==> src/rtl/pmem_loader_pkg.sv <==
// rtl/pmem_loader_pkg.sv - shared types and constants for the program-memory loader
//
// Purpose: FSM state encoding, default widths and stream-format constants
// shared by pmem_loader and its checksum helper.

package pmem_loader_pkg;

    localparam int unsigned DEFAULT_ADDR_W  = 8;
    localparam int unsigned DEFAULT_INSTR_W = 12;

    // Every stream element is one byte; an instruction is a {hi, lo} byte pair
    // with lo supplying the low BYTE_W bits of the instruction.
    localparam int unsigned BYTE_W = 8;

    typedef enum logic [2:0] {
        ST_IDLE,
        ST_CNT,
        ST_LO,
        ST_HI,
        ST_WR,
        ST_CHK,
        ST_DONE
    } state_e;

endpackage

==> src/rtl/pmem_loader_csum.sv <==
// rtl/pmem_loader_csum.sv - 8-bit XOR accumulator over the load stream
//
// Purpose: running XOR of every byte accepted in a session.
// Ports:
//   clk_i   in   clock
//   rst_i   in   asynchronous active-high reset
//   clear_i in   zero the accumulator (has priority over en_i)
//   en_i    in   fold data_i into the accumulator
//   data_i  in   8-bit byte
//   acc_o   out  current accumulator value

module pmem_loader_csum
    import pmem_loader_pkg::*;
(
    input  logic              clk_i,
    input  logic              rst_i,
    input  logic              clear_i,
    input  logic              en_i,
    input  logic [BYTE_W-1:0] data_i,
    output logic [BYTE_W-1:0] acc_o
);

    logic [BYTE_W-1:0] acc_q;

    always_ff @(posedge clk_i or posedge rst_i) begin
        if (rst_i) begin
            acc_q <= '0;
        end else if (clear_i) begin
            acc_q <= '0;
        end else if (en_i) begin
            acc_q <= acc_q ^ data_i;
        end
    end

    assign acc_o = acc_q;

endmodule

==> src/rtl/pmem_loader.sv <==
// rtl/pmem_loader.sv - packs a byte stream into instructions and loads program memory
//
// Purpose: session = count byte N (0 means 2^ADDR_W), then N {lo, hi} pairs;
// each pair becomes one instruction written at auto-incrementing addresses.
// Optional feature macro: PMEM_LOADER_CHECKSUM_EN (trailing XOR checksum byte).
// Ports:
//   clk, rst               clock, asynchronous active-high reset
//   start                  session start pulse (ignored while busy)
//   rx_data/rx_valid/rx_ready   byte stream, accepted on rx_valid && rx_ready
//   LoadE/LoadAddr/LoadInstruction   memory load port, one-cycle strobe per word
//   busy, cpu_hold         session active (identical)
//   done                   one-cycle pulse at session end
//   err                    sticky checksum error (0 when the checksum is disabled)

module pmem_loader
    import pmem_loader_pkg::*;
#(
    parameter int unsigned       ADDR_W    = DEFAULT_ADDR_W,
    parameter int unsigned       INSTR_W   = DEFAULT_INSTR_W,
    parameter logic [ADDR_W-1:0] BASE_ADDR = '0
) (
    input  logic               clk,
    input  logic               rst,
    input  logic               start,
    input  logic [BYTE_W-1:0]  rx_data,
    input  logic               rx_valid,
    output logic               rx_ready,
    output logic               LoadE,
    output logic [ADDR_W-1:0]  LoadAddr,
    output logic [INSTR_W-1:0] LoadInstruction,
    output logic               busy,
    output logic               cpu_hold,
    output logic               done,
    output logic               err
);

    state_e             state_q;
    logic [ADDR_W-1:0]  addr_q;
    logic [ADDR_W-1:0]  remaining_q;
    logic [BYTE_W-1:0]  lo_q;
    logic               rx_ready_q;
    logic               load_e_q;
    logic [ADDR_W-1:0]  load_addr_q;
    logic [INSTR_W-1:0] load_instr_q;
    logic               busy_q;
    logic               done_q;
    logic               accept;

    // rx_ready_q is only ever 1 in CNT, LO, HI and CHK, so it doubles as the
    // state qualifier for a byte acceptance.
    assign accept = rx_valid && rx_ready_q;

`ifdef PMEM_LOADER_CHECKSUM_EN
    logic [BYTE_W-1:0] csum;
    logic              err_q;

    pmem_loader_csum u_csum (
        .clk_i   (clk),
        .rst_i   (rst),
        .clear_i (state_q == ST_IDLE && start),
        .en_i    (accept && state_q != ST_CHK),
        .data_i  (rx_data),
        .acc_o   (csum)
    );

    assign err = err_q;
`else
    assign err = 1'b0;
`endif

    always_ff @(posedge clk or posedge rst) begin
        if (rst) begin
            state_q      <= ST_IDLE;
            addr_q       <= '0;
            remaining_q  <= '0;
            lo_q         <= '0;
            rx_ready_q   <= 1'b0;
            load_e_q     <= 1'b0;
            load_addr_q  <= '0;
            load_instr_q <= '0;
            busy_q       <= 1'b0;
            done_q       <= 1'b0;
`ifdef PMEM_LOADER_CHECKSUM_EN
            err_q        <= 1'b0;
`endif
        end else begin
            load_e_q <= 1'b0;
            done_q   <= 1'b0;
            case (state_q)
                ST_IDLE: begin
                    if (start) begin
                        state_q    <= ST_CNT;
                        busy_q     <= 1'b1;
                        rx_ready_q <= 1'b1;
`ifdef PMEM_LOADER_CHECKSUM_EN
                        err_q      <= 1'b0;
`endif
                    end
                end
                ST_CNT: begin
                    if (accept) begin
                        // N = 0 loads 0; the counter then runs through all
                        // 2^ADDR_W values before reaching the final word.
                        remaining_q <= ADDR_W'(rx_data);
                        addr_q      <= BASE_ADDR;
                        state_q     <= ST_LO;
                    end
                end
                ST_LO: begin
                    if (accept) begin
                        lo_q    <= rx_data;
                        state_q <= ST_HI;
                    end
                end
                ST_HI: begin
                    if (accept) begin
                        load_e_q     <= 1'b1;
                        load_addr_q  <= addr_q;
                        load_instr_q <= {rx_data[INSTR_W-BYTE_W-1:0], lo_q};
                        rx_ready_q   <= 1'b0;
                        state_q      <= ST_WR;
                    end
                end
                ST_WR: begin
                    addr_q      <= addr_q + ADDR_W'(1);
                    remaining_q <= remaining_q - ADDR_W'(1);
                    if (remaining_q != ADDR_W'(1)) begin
                        rx_ready_q <= 1'b1;
                        state_q    <= ST_LO;
                    end else begin
`ifdef PMEM_LOADER_CHECKSUM_EN
                        rx_ready_q <= 1'b1;
                        state_q    <= ST_CHK;
`else
                        done_q     <= 1'b1;
                        state_q    <= ST_DONE;
`endif
                    end
                end
`ifdef PMEM_LOADER_CHECKSUM_EN
                ST_CHK: begin
                    if (accept) begin
                        if ((csum ^ rx_data) != '0) begin
                            err_q <= 1'b1;
                        end
                        rx_ready_q <= 1'b0;
                        done_q     <= 1'b1;
                        state_q    <= ST_DONE;
                    end
                end
`endif
                ST_DONE: begin
                    busy_q  <= 1'b0;
                    state_q <= ST_IDLE;
                end
                default: begin
                    rx_ready_q <= 1'b0;
                    busy_q     <= 1'b0;
                    state_q    <= ST_IDLE;
                end
            endcase
        end
    end

    assign rx_ready        = rx_ready_q;
    assign LoadE           = load_e_q;
    assign LoadAddr        = load_addr_q;
    assign LoadInstruction = load_instr_q;
    assign busy            = busy_q;
    assign cpu_hold        = busy_q;
    assign done            = done_q;

endmodule

==> config.mk <==
export PLATFORM = sky130hd
export DESIGN_NAME = pmem_loader
export DESIGN_NICKNAME = d
export VERILOG_FILES = /design/src/rtl/pmem_loader_pkg.sv /design/src/rtl/pmem_loader_csum.sv /design/src/rtl/pmem_loader.sv
export SDC_FILE = /design/constraint.sdc
export NUM_CORES = 1
export LEC_CHECK = 0
export CAP_MARGIN = 20
export CORE_MARGIN = 2
export CORE_UTILIZATION = 45
export DETAILED_ROUTE_END_ITERATION = 8
export GPL_ROUTABILITY_DRIVEN = 0
export PLACE_DENSITY = 0.69
export SYNTH_ARGS = -nofsm -noshare
export SYNTH_HDL_FRONTEND = slang
export SYNTH_SLANG_ARGS = --single-unit
==> constraint.sdc <==
create_clock -name clk -period 2.23 [get_ports clk]
set_clock_uncertainty 0.2 [all_clocks]
set_input_delay 0.446 -clock clk [delete_from_list [all_inputs] [get_ports clk]]
set_output_delay 0.446 -clock clk [all_outputs]
set_load 0.05 [all_outputs]
### Word level (Yosys, flattened, before mapping)

Cells that the tools add are included.

| storage, ports and cells | value |
|---|---|
| output and inout port bits | 26 |
| word-level logic and storage cells | 55 |
| input bits | 12 |
| flip-flop bits (word level) | 51 |

| operators by class | value |
|---|---|
| reduce and logical (&&, ||, !) cells | 11 |
| bitwise operators | 2 |
| equal/unequal tests | 11 |
| multiplexer cells | 19 |
| add/subtract/negate cells | 2 |

Operators with widths:

| operator | count |
|---|---|
| $pmux W8 S2 | 2 |
| $mux W8 | 2 |
| $mux W3 | 5 |
| $pmux W3 S5 | 1 |
| $ne A2 B2 Y1 const B | 5 |
| $add A8 B1 Y8 const B | 1 |
| $ne A8 B1 Y1 const B | 1 |
| $reduce_and A2 Y1 | 4 |
| $reduce_and A4 Y1 | 2 |
| $sub A8 B1 Y8 const B | 1 |
| $mux W1 | 7 |
| $eq A3 B2 Y1 const B | 2 |
| $eq A3 B3 Y1 const B | 2 |
| $pmux W1 S4 | 1 |
| $reduce_or A4 Y1 | 1 |
| $eq A3 B1 Y1 const B | 1 |
| $logic_not A3 Y1 | 1 |
| $reduce_or A3 Y1 | 1 |
| $not A1 Y1 | 2 |
| $pmux W1 S2 | 1 |
| $reduce_bool A2 Y1 | 1 |
| $logic_and A1 B1 Y1 | 1 |

### Depth between registers and ports, before layout

Gate-level depths: netlist (run 1).

| logic depth | value |
|---|---|
| word-level depth | 4 |
| mapped depth | 7 |
| gate-level depth less buffers | 5 |

### Worst setup path before layout (run 1)

OpenSTA, ideal clock, no wires.

| timing path | value |
|---|---|
| kind | reg2reg |
| start | register rx_ready_q (netlist: rx_ready) |
| end | register lo_q[0] |
| cell stages (with the launch flop) | 4 |
| period minus slack after synthesis | 1.954 ns |
| data required time | 1.905 ns |
| path slack | 0.276 ns |
| library setup time | 0.125 ns |
| buffers on the path | 0 |
| data arrival time | 1.629 ns |
| cells stage by stage | dfrtp_1 -> nand2_1 -> nor4_4 -> mux2_2 |

| between the ends | value |
|---|---|
| word-level cells in the longest chain between the ends | 2 |

Ends and longest elaborated chain:

| element | RTL line | source |
|---|---|---|
| start, declared | pmem_loader.sv:41 | `logic rx_ready_q;` |
| start signal, assigned | pmem_loader.sv:77 | `rx_ready_q <= 1'b0;` |
| start signal, assigned | pmem_loader.sv:94 | `rx_ready_q <= 1'b1;` |
| start signal, assigned | pmem_loader.sv:120 | `rx_ready_q <= 1'b0;` |
| $logic_and A1 B1 Y1 | pmem_loader.sv:51 | `assign accept = rx_valid && rx_ready_q;` |
| $reduce_and A2 Y1 (no line) | n/a |  |
| end signal, assigned | pmem_loader.sv:111 | `lo_q <= rx_data;` |
| end, declared | pmem_loader.sv:40 | `logic [BYTE_W-1:0] lo_q;` |

Every way passes these cells.
A chain may end at the register's enable or synchronous reset.

### Worst setup path in the final report (run 1)

| timing path | value |
|---|---|
| start | register load_instr_q[5] (netlist: LoadInstruction[5]) |
| end | output port LoadInstruction[5] |

RTL lines:

| element | RTL line | source |
|---|---|---|
| start, declared | pmem_loader.sv:44 | `logic [INSTR_W-1:0] load_instr_q;` |
| start signal, assigned | pmem_loader.sv:119 | `load_instr_q <= {rx_data[INSTR_W-BYTE_W-1:0], lo_q};` |
| end, declared | pmem_loader.sv:30 | `output logic [INSTR_W-1:0] LoadInstruction,` |

No word-level cell between the ends.

==> reports/summary.txt, run 1 <==
Pwr per Cell Area = 1230 nW/µm²
Sw Ratio = 39.4%
Setup violators final = 0
Max-cap viol count = 0
DR DRC count = 0
Mux cell area share after synthesis = 15.1%
Die area = 5690 µm²
Pint = 2.16 mW
WP data arrival = 1500 ps
Clock Tree Root = clkbuf_8
Pins Over Slew Limit = 0
Setup TNS = 0 ps
GR peak layer = met2
Chip width = 75.5 µm
Synthesis-stage register bit count = 51
H-tree Lvls = 2
Mapped Cells = 190
Hold violation total from the final report = 0
Starting Density = 45.9%
XOR/XNOR Fraction of Synth Area = 1.53%
CP endpoint kind = output pin
Via count = 1575
Core Util, Final = 58.1%
Class of the worst hold path = primary input to async pin
Die height = 75.5 µm
Psw = 1.40 mW
Routed len/inst = 13.8 µm
Post-synthesis compound-gate area fraction = 8.93%
Core area = 5010 µm²
Final min period = 2140 ps
Setup bufs post-CTS = 0
Placed insts = 299
Synth Area per Inst = 12.1 µm²
Initial DRC Count = 94
Commonest cells after routing, fill and taps aside = dfrtp_1, clkdlybuf4s50_1, mux2_2, nand2_1, buf_4
Post-route ant nets = 0
P&R area growth vs syn = 26.7%
VDD IR-drop max = 680 µV
Worst-path cell chain = clkdlybuf4s50_1
Fin nets = 251
Clk_lat worst skew = 310 ps
CP delay by family, top = buffers and inverters
Relative slew slack = 66.4%
Reg clk slew, reported paths = 90 ps
Slew @ Worst Pin = 502 ps
CTS resizes = 0
Met3 GRT Util = 3.97%
Total grt overflow = 0
Routed WL = 4.24 mm
CP max FO = 2
Post-Synth Adder-Cell Area = 1.63%
Synth Area in Simple Gates = 12.9%
First-pass GRT wire length = 7.29 mm
Dpl hpwl = 2.99 mm
Reg power frac = 41.8%
Commonest non-fill, non-tap cell in the layout = dfrtp_1
Global Route Usage Sum = 17.2%
GR Util met2 = 25.9%
Largest net degree at the start of global routing = 35
Vias in the first global route = 1494
Syn Std Cell Area = 2300 µm²
Final Cell Area = 2910 µm²
Grt met1 use = 24.6%
I/O pin cnt = 38
Clock Sinks = 51
Hold WS = 228 ps
Port Buffer Count = 36
Share of cells above drive strength 1 = 26.6%
Startpoint Class = register
Multi-input gate area = 925 µm²
Type of the worst setup path = register to output pin
Worst EP required = 1580 ps
Tcrit/Tclk final = 96.1%
Count of different cell masters after synthesis = 39
CP max-delay cell = clkdlybuf4s50_1
Finished Layout Cells = 307
Drt pass-1 iters = 4
Core Rows = 26
FF/Latch Area = 1280 µm²
Unrepaired setup endpoints after global routing = no
Hold buffers post-CTS = 0
Initial antenna violation count = 0
Fillers = 448
Worst path buffer plus inverter count = 1
Logic pwr share = 39.5%
Number of vias per cell = 5.13
TritonCTS clock tree = yes
Outcome = completed
Max Root-Sink Buffers = 2
Clock power share = 18.7%
Num CTS Buffers = 5
Main combinational cell family by area after synthesis = multiplexers
Syn Nets = 205
Area post-placement = 2790 µm²
Ant. Diodes = 0
Max Fclk = 467 MHz
Crit-path max cell delay = 810 ps
Leak = 1.32 nW
Yosys warns = 0
Seq/Total Area, Yosys = 55.6%
sequential cells by signal, summed over array words and instances, names as in the netlist:
| signal | flops |
|---|---|
| busy | 1 |
| addr_q | 8 |
| rx_ready | 1 |
| done | 1 |
| LoadAddr | 8 |
| lo_q | 8 |
| LoadInstruction | 12 |
| state_q | 3 |
| remaining_q | 8 |
| LoadE | 1 |
cell type report:
class | count | share of cell area [%]
sequential | 51 | 43.8
multi-input combinational | 121 | 31.8
timing repair buffer | 49 | 16.3
tap | 70 | 3.01
clock buffer | 6 | 2.84
clock inverter | 2 | 1.20
inverter | 8 | 1.03
synth_stat cells:
library cell / instances / share of area [%]
a21oi_1: 3 / 0.65
a221o_1: 4 / 1.7
a221oi_1: 1 / 0.38
a22oi_1: 1 / 0.33
a31oi_1: 2 / 0.54
and3b_1: 1 / 0.38
buf_2: 5 / 1.1
buf_4: 4 / 1.3
buf_6: 1 / 0.49
conb_1: 1 / 0.16
dfrtp_1: 51 / 56
ha_1: 3 / 1.6
inv_1: 8 / 1.3
mux2_2: 30 / 15
mux2i_1: 1 / 0.44
nand2_1: 17 / 2.8
nand2b_1: 2 / 0.54
nand3_1: 8 / 1.7
nand4_1: 1 / 0.27
nor2_1: 9 / 1.5
nor2b_1: 1 / 0.27
nor3_1: 3 / 0.65
nor3_2: 2 / 0.87
nor3b_1: 1 / 0.33
nor3b_2: 1 / 0.54
nor4_1: 2 / 0.54
nor4_2: 1 / 0.54
nor4_4: 1 / 0.93
o21a_1: 1 / 0.33
o21ai_0: 12 / 2.6
o221ai_1: 2 / 0.76
o22ai_1: 1 / 0.27
o311ai_0: 1 / 0.38
o31ai_2: 1 / 0.54
o32ai_1: 1 / 0.38
or3b_4: 1 / 0.49
or4_4: 1 / 0.49
xnor2_1: 2 / 0.76
xor2_1: 2 / 0.76
per-layer routing:
| metal | share of wire, % | wire (µm) | vias to the layer above |
|---|---|---|---|
| li1 | - | - | 774 |
| met1 | 51 | 2150 | 764 |
| met2 | 44 | 1860 | 30 |
| met3 | 3.5 | 148 | 7 |
| met4 | 1.7 | 72 | 0 |
| met5 | 0 | 0 | - |
metrics by stage:
stage               power, mW  setup WS (ps)
floorplan                2.49            276
global placement         2.89           91.3
detailed placement       2.92           39.1
CTS                      3.60           87.1
global route             3.77           60.4
finish                   3.57           88.0
logic make-up (layout without fill, tap and decap cells):
family / Yosys count / in the layout
flops: 51 / 51
mux: 31 / 31
compound gates: 30 / 30
xor+xnor: 4 / 4
other cells: 1 / 1
fa+ha+maj: 3 / 3
simple gates: 52 / 52
buf+inv: 18 / 65
power groups by stage:
stage	registers (mW)	logic, mW	clock network, mW
finish	1.49	1.41	0.667
global route	1.54	1.51	0.716
CTS	1.49	1.42	0.683
detailed placement	1.51	1.42	0
global placement	1.50	1.39	0
floorplan	1.87	0.621	0
path summary, 6_finish.rpt:
kind,startpoint,slack (ps),cells after the start,end
setup / recovery,LoadInstruction[5],90,1,LoadInstruction[5]
hold / removal,rst,230,2,LoadE
setup reg to reg,state_q[1],330,5,addr_q[7]
hold reg to reg,addr_q[7],280,1,addr_q[7]
max in group asynchronous,rst,1090,3,LoadInstruction[11]
min in group clk,addr_q[7],280,1,addr_q[7]
No activity file was read; power rests on OpenSTA's default activity.
==> inputs of run 2 (changes only) <==
CORE_UTILIZATION = 40   (was 45)
PLACE_DENSITY = not set   (was 0.69)
==> run 2 against run 1 <==
Net effect: sequential cell count unchanged; clock power is 16% lower; global-route usage decreased by 3.3 points; largest cell class unchanged; total power down 3.1%; sequential power is essentially flat; final cell count grew 0.65%; largest power group unchanged; highest routed layer unchanged; via count decreased by 1.0%.
==> reports/summary.txt, run 2 (same netlist as run 1, synthesis figures left out) <==
WP data arrival = 1480 ps
Worst-path cell chain = clkdlybuf4s50_1
Share of cells above drive strength 1 = 25.3%
Routed WL = 4.08 mm
Slew @ Worst Pin = 511 ps
Commonest cells after routing, fill and taps aside = dfrtp_1, clkdlybuf4s50_1, mux2_2, nand2_1, o21ai_0
Drt pass-1 iters = 4
Initial DRC Count = 75
Clock Tree Root = clkbuf_8
Dpl hpwl = 2.95 mm
Ant. Diodes = 0
Relative slew slack = 65.8%
TritonCTS clock tree = yes
CP delay by family, top = buffers and inverters
CP endpoint kind = output pin
Outcome = completed
Die height = 79.8 µm
Largest net degree at the start of global routing = 52
VDD IR-drop max = 770 µV
Logic pwr share = 40.5%
Flop-to-flop setup slack = 310 ps
Number of vias per cell = 5.05
Setup bufs post-CTS = 0
Clock power share = 16.2%
Sw Ratio = 39.5%
Clock Sinks = 51
Hold WS = 275 ps
Routed len/inst = 13.2 µm
P&R area growth vs syn = 26.9%
Final Cell Area = 2910 µm²
Worst EP required = 1580 ps
Initial antenna violation count = 0
Post-route ant nets = 0
Commonest non-fill, non-tap cell in the layout = dfrtp_1
Core Rows = 27
Crit-path max cell delay = 810 ps
Pwr per Cell Area = 1190 nW/µm²
Port Buffer Count = 36
Starting Density = 41.5%
Chip width = 79.8 µm
Type of the worst setup path = register to output pin
Worst path buffer plus inverter count = 1
Hold violation total from the final report = 0
CP max-delay cell = clkdlybuf4s50_1
Pint = 2.09 mW
Hold buffers post-CTS = 0
Final min period = 2130 ps
CTS resizes = 0
First-pass GRT wire length = 6.97 mm
H-tree Lvls = 2
Unrepaired setup endpoints after global routing = no
Clk_lat worst skew = 300 ps
Max-cap viol count = 0
Max Fclk = 470 MHz
Reg power frac = 43.3%
Vias in the first global route = 1530
Class of the worst hold path = register to register
Leak = 1.32 nW
Core area = 5540 µm²
Final Total Pwr = 3.46 mW
Max Root-Sink Buffers = 2
Largest register FFs = 12
Num CTS Buffers = 5
Global Route Usage Sum = 14.0%
Fin nets = 251
Setup violators final = 0
Via count = 1559
Pins Over Slew Limit = 0
CP max FO = 4
Reg clk slew, reported paths = 90 ps
Tcrit/Tclk final = 95.4%
DR DRC count = 0
Total grt overflow = 0
I/O pin cnt = 38
Psw = 1.37 mW
Area post-placement = 2810 µm²
Startpoint Class = register
Die area = 6360 µm²
run 2: through the flow:
stage          setup TNS [ps]  util [%]  std cells  setup WS [ps]
2_1_floorplan               0         -        190            276
3_3_place_gp                0      50.8        301           3.31
3_5_place_dp            -73.9      50.8        301          -38.2
4_1_cts                     0      52.6        309           77.3
5_1_grt                     0      52.6        309           47.3
6_report                    0      52.6        309            103
run 2: layout make-up:
class | count | area [µm²]
clock buffer | 8 | 100
fill | 516 | 2630
inverter | 8 | 30.0
multi-input combinational | 121 | 925
sequential | 51 | 1280
tap | 72 | 90.1
timing repair buffer | 49 | 493
run 2: power by group through the flow:
stage                     registers (mW)  clock network [mW]  logic [mW]
final                               1.50               0.560        1.40
after detailed placement            1.51                   0        1.42
after global placement              1.51                   0        1.40
after CTS                           1.50               0.588        1.42
after global routing                1.55               0.631        1.51
after floorplan                     1.87                   0       0.621
run 2: path summary, 6_finish.rpt:
check	from	end	depth (start not counted)
max	busy	busy	1
min	addr_q[7]	addr_q[7]	1
max reg2reg	state_q[0]	remaining_q[2]	4
min reg2reg	addr_q[7]	addr_q[7]	1
max in group asynchronous	rst	rx_ready	3
min in group asynchronous	rst	LoadAddr[6]	3
run 2: metal layers:
metal / global-route usage [%] / wire [µm] / vias up
met3: 3.62 / 216 / 4
met2: 22.1 / 1930 / 31
met1: 19.0 / 1910 / 762
met5: 0 / 0 / -
met4: 4.07 / 29 / 0
li1: - / - / 762
==> RTL change 1: new RTL, settings of run 1 <==
Re-encode `state_e` (7 states) as one-hot, 7 bits wide.
--- a/src/rtl/pmem_loader_pkg.sv
+++ b/src/rtl/pmem_loader_pkg.sv
@@ -12,14 +12,14 @@
     // with lo supplying the low BYTE_W bits of the instruction.
     localparam int unsigned BYTE_W = 8;
 
-    typedef enum logic [2:0] {
-        ST_IDLE,
-        ST_CNT,
-        ST_LO,
-        ST_HI,
-        ST_WR,
-        ST_CHK,
-        ST_DONE
+    typedef enum logic [6:0] {
+        ST_IDLE = 7'b0000001,
+        ST_CNT  = 7'b0000010,
+        ST_LO   = 7'b0000100,
+        ST_HI   = 7'b0001000,
+        ST_WR   = 7'b0010000,
+        ST_CHK  = 7'b0100000,
+        ST_DONE = 7'b1000000
     } state_e;
 
 endpackage
Check against the original RTL: no difference found for any inputs over 10 cycles, from zero or initial values and one cycle with rst high; not proved beyond that.
==> RTL change 1 against run 1 <==
  * Area after synthesis grew 8.3%
  * Design area grew 8.7%
  * Clock power shrank 0.6%
  * Total power shrank 10%
  * Die area grew 7.8%
  * Sequential cell count grew 3
  * Critical endpoint is now rx_ready
  * Critical path type unchanged
  * Routed wire length grew 14%
  * Setup slack lost 0.021 ns
==> RTL change 1: results <==
[run_status]
outcome = "finished clean"

[grt]
grt_util_all_layers_pct = 17.8
grt_pass1_wl_microns = 8500
gr-total-overflow = 0
grt_pass1_vias = 1829
grt_max_degree = 26

[placement]
io_buffers = 36
hpwl_microns = 3610
place_area_sq_um = 3050

[min_path]
hold_class = "primary input to asynchronous set/reset pin"

[power_and_ir_drop]
vdd_drop_max_mv = 0.517
total_leakage_power_nw = 1.49

[setup_path]
cp_slowest_stage_delay_ns = 0.82
path_delay_family = "buffers and inverters"
crit_arrival_ns = 1.52
r2r-end = "remaining_q[7]$_DFFE_PP0P_"
rrSetupSlack_ns = 0.19
crit_path_max_fanout = 4
r2r-start = "state_q[6]$_DFFE_PP0P_"
cp_slowest_cell = "clkdlybuf4s50_1"

[final_layout]
final_nets = 277
drive_gt1_share_pct = 16.3

[synthesis]
synth_cell_type_count = 44
synthTopCellsByArea = "dfrtp_1, mux2_1, mux2_2"
ys_seq_area_share_pct = 54.4
synthTopCellsByCount = "dfrtp_1, mux2_1, nand3_1"
synthesis.nets = 225

[detailed_routing]
routedWlPerCell_microns = 14.4
dr.pass1.iters = 4
drt_iter0_markers = 118
routed_via_density = 5.32

[sta]
worst_slew_pin_slew_ns = 0.542

[cts]
cts-root-buf = "clkbuf_8"
cts_resized = 0
## RTL change 1: worst register-to-register path, stage by stage (launching register included)
cell	delay [ns]
dfrtp_1	0.43
buf_4	0.17
nor4_2	0.36
nand3_1	0.17
mux2_1	0.32
a221o_1	0.29
## RTL change 1: area by class of cell
cell class / instances / area (sq um)
Sequential cell: 54 / 1350
Inverter: 9 / 33.8
Clock buffer: 5 / 68.8
Multi-Input combinational cell: 137 / 1030
Timing Repair Buffer: 55 / 541
Clock inverter: 3 / 43.8
Fill cell: 478 / 2240
Tap cell: 72 / 90.1
## RTL change 1: per-layer routing
metal | up-vias | wire length [microns] | track usage [%]
met5 | - | 0 | 0
met3 | 6 | 176 | 4.02
met2 | 35 | 2360 | 29.3
li1 | 864 | - | -
met1 | 878 | 2220 | 23.2
met4 | 0 | 76 | 6.49
## RTL change 1: how the worst max path moves through the flow
| stage | startpoint | to | slack (ns) | cells after the start |
|---|---|---|---|---|
| finish | rx_ready$_DFFE_PP0P_ | rx_ready | 0.07 | 1 |
| global route | busy$_DFFE_PP0P_ | busy | 0.03 | 1 |
| CTS | rx_ready$_DFFE_PP0P_ | rx_ready | 0.05 | 1 |
| detailed placement | rx_valid | LoadAddr[1]$_DFFE_PP0P_ | 0.01 | 5 |
| global placement | rx_valid | LoadInstruction[4]$_DFFE_PP0P_ | 0.03 | 5 |
| floorplan | state_q[6]$_DFFE_PP0P_ | remaining_q[7]$_DFFE_PP0P_ | 0.12 | 5 |
## RTL change 1: metrics by stage
stage	instances	utilization (%)	worst slack [ns]	power, W	hold WS [ns]
2_1_floorplan	210	-	0.125	0.00224	0.244
3_3_place_gp	327	56.5	0.0323	0.00252	0.265
3_5_place_dp	327	56.5	0.0104	0.00256	0.275
4_1_cts	335	58.5	0.0546	0.00323	0.239
5_1_grt	335	58.5	0.0254	0.00342	0.246
6_report	335	58.5	0.0668	0.00320	0.227
## RTL change 1: where the power goes
group | internal, W | leakage [nW] | switching, W
logic | 0.000462 | 0.718 | 0.000553
registers | 0.00125 | 0.714 | 0.000266
clock network | 0.000337 | 0.0585 | 0.000326
total | 0.00205 | 1.49 | 0.00115
## RTL change 1: kinds of logic after synthesis
group,count (synthesis),synth area share (%)
DFF,54,54.4
xor gates and xnor gates,3,1.06
muxes,35,15.6
other,1,0.151
and+or+nand+nor,67,15.6
buffers and inverters,19,4.02
AOI/OAI and AO/OA,28,7.65
adders and majority gates,3,1.51
==> RTL change 2: new RTL, flow settings as in run 1 <==
Without the edit above. The option `PMEM_LOADER_CHECKSUM_EN` is turned on by a define.
--- a/src/rtl/pmem_loader.sv
+++ b/src/rtl/pmem_loader.sv
@@ -11,6 +11,8 @@
 //   busy, cpu_hold         session active (identical)
 //   done                   one-cycle pulse at session end
 //   err                    sticky checksum error (0 when the checksum is disabled)
+
+`define PMEM_LOADER_CHECKSUM_EN
 
 module pmem_loader
     import pmem_loader_pkg::*;
Check against the original RTL: not equivalent (a bounded check fails within 10 cycles, from zero or initial values and one cycle with rst high).
==> RTL change 2 against run 1 <==
  * Setup slack worse by 0.012 ns
  * Design area up 21%
  * Fmax is 0.55% lower
  * Critical path depth did not move
  * Sequential cell count increased by 9
  * Routed wire length is 38% higher
  * Total power grew 31%
  * Area after synthesis increased by 21%
  * Critical path type unchanged
==> RTL change 2: results <==
[run_status]
outcome = "finished clean"

[sta]
holdWs_ns = 0.223
fin_crit_ns = 2.15
worst_slew_pin_slew_ns = 0.505

[grt]
grt.met3_usage_pct = 4.46
grt_max_degree = 26
use_met2_pct = 29.6
grt_pass1_wl_microns = 9500
grt_util_all_layers_pct = 19.2
groute.layer.met1.usage_pct = 25.0
grt_pass1_vias = 1967

[cts]
cts_buffers = 9
htreeDepth = 3
path_clk_slew_ns = 0.07
clk_latency_ns = 0.34

[placement]
place_area_sq_um = 3340
pre_cts_ws_ns = -0.00298
io_buffers = 37
placed_cells = 367
hpwl_microns = 4180

[detailed_routing]
routed_wl_microns = 5830
wl_met2_microns = 2850
wl_met1_microns = 2650
routed_via_density = 5.33
drt_iter0_markers = 114
wl_met3_microns = 197

[synthesis]
yosysWarnings = 0
synth_cell_type_count = 38
synthesis.nets = 264
synthTopCellsByArea = "dfrtp_1, mux2_2, xor2_1"
ys_seq_area_share_pct = 54.0
avgSynthCellArea_sq_um = 11.2
synth-compound-area-share_pct = 9.95
synthMuxAreaShare_pct = 11.7
synthTopCellsByCount = "dfrtp_1, mux2_2, nor2_1"
synthAdderAreaFrac_pct = 1.35
synth_xor_area_share_pct = 5.36

[final_layout]
drive_gt1_share_pct = 23.1
syn2layout_area_growth_pct = 26.8
stdcell_count = 382
fillerInstances = 505
final_nets = 318

[setup_path]
endpoint = "LoadAddr[0]"
r2r-start = "state_q[0]$_DFFE_PP0P_"
reg2regPathDepth = 4
cp-startpoint = "LoadAddr[0]$_DFFE_PP0P_"

[power_and_ir_drop]
total_leakage_power_nw = 1.57
vdd_drop_max_mv = 0.688
RTL change 2: cell types whose count changed in the layout (fill, tap and decap cells not counted), sizes merged, moves of 6 or more:
cell,run 1,this run
clkbuf,6,14
nand3,8,16
a21oi,3,9
xor2,2,13
dfrtp,51,60
nor2,9,23
RTL change 2: cells by family (layout without fill, tap and decap cells):
family,Yosys count,after routing
muxes,29,29
DFF,60,60
adders and majority gates,3,3
buffers and inverters,16,74
and+or+nand+nor,83,83
xor gates and xnor gates,17,17
AOI/OAI and AO/OA,41,41
RTL change 2: layout make-up:
class                           count  area share, %
Clock buffer                       14           5.18
Clock inverter                      1          0.142
Inverter                            6          0.639
Multi-Input combinational cell    173           34.0
Sequential cell                    60           42.6
Tap cell                           75           2.66
Timing Repair Buffer               53           14.8
RTL change 2: power by group:
part           internal (W)  total, W  switching (W)  leakage, nW
registers           0.00152   0.00188       0.000366        0.781
logic              0.000748   0.00186        0.00111        0.691
clock network      0.000517  0.000918       0.000401       0.0986
total               0.00278   0.00466        0.00188         1.57
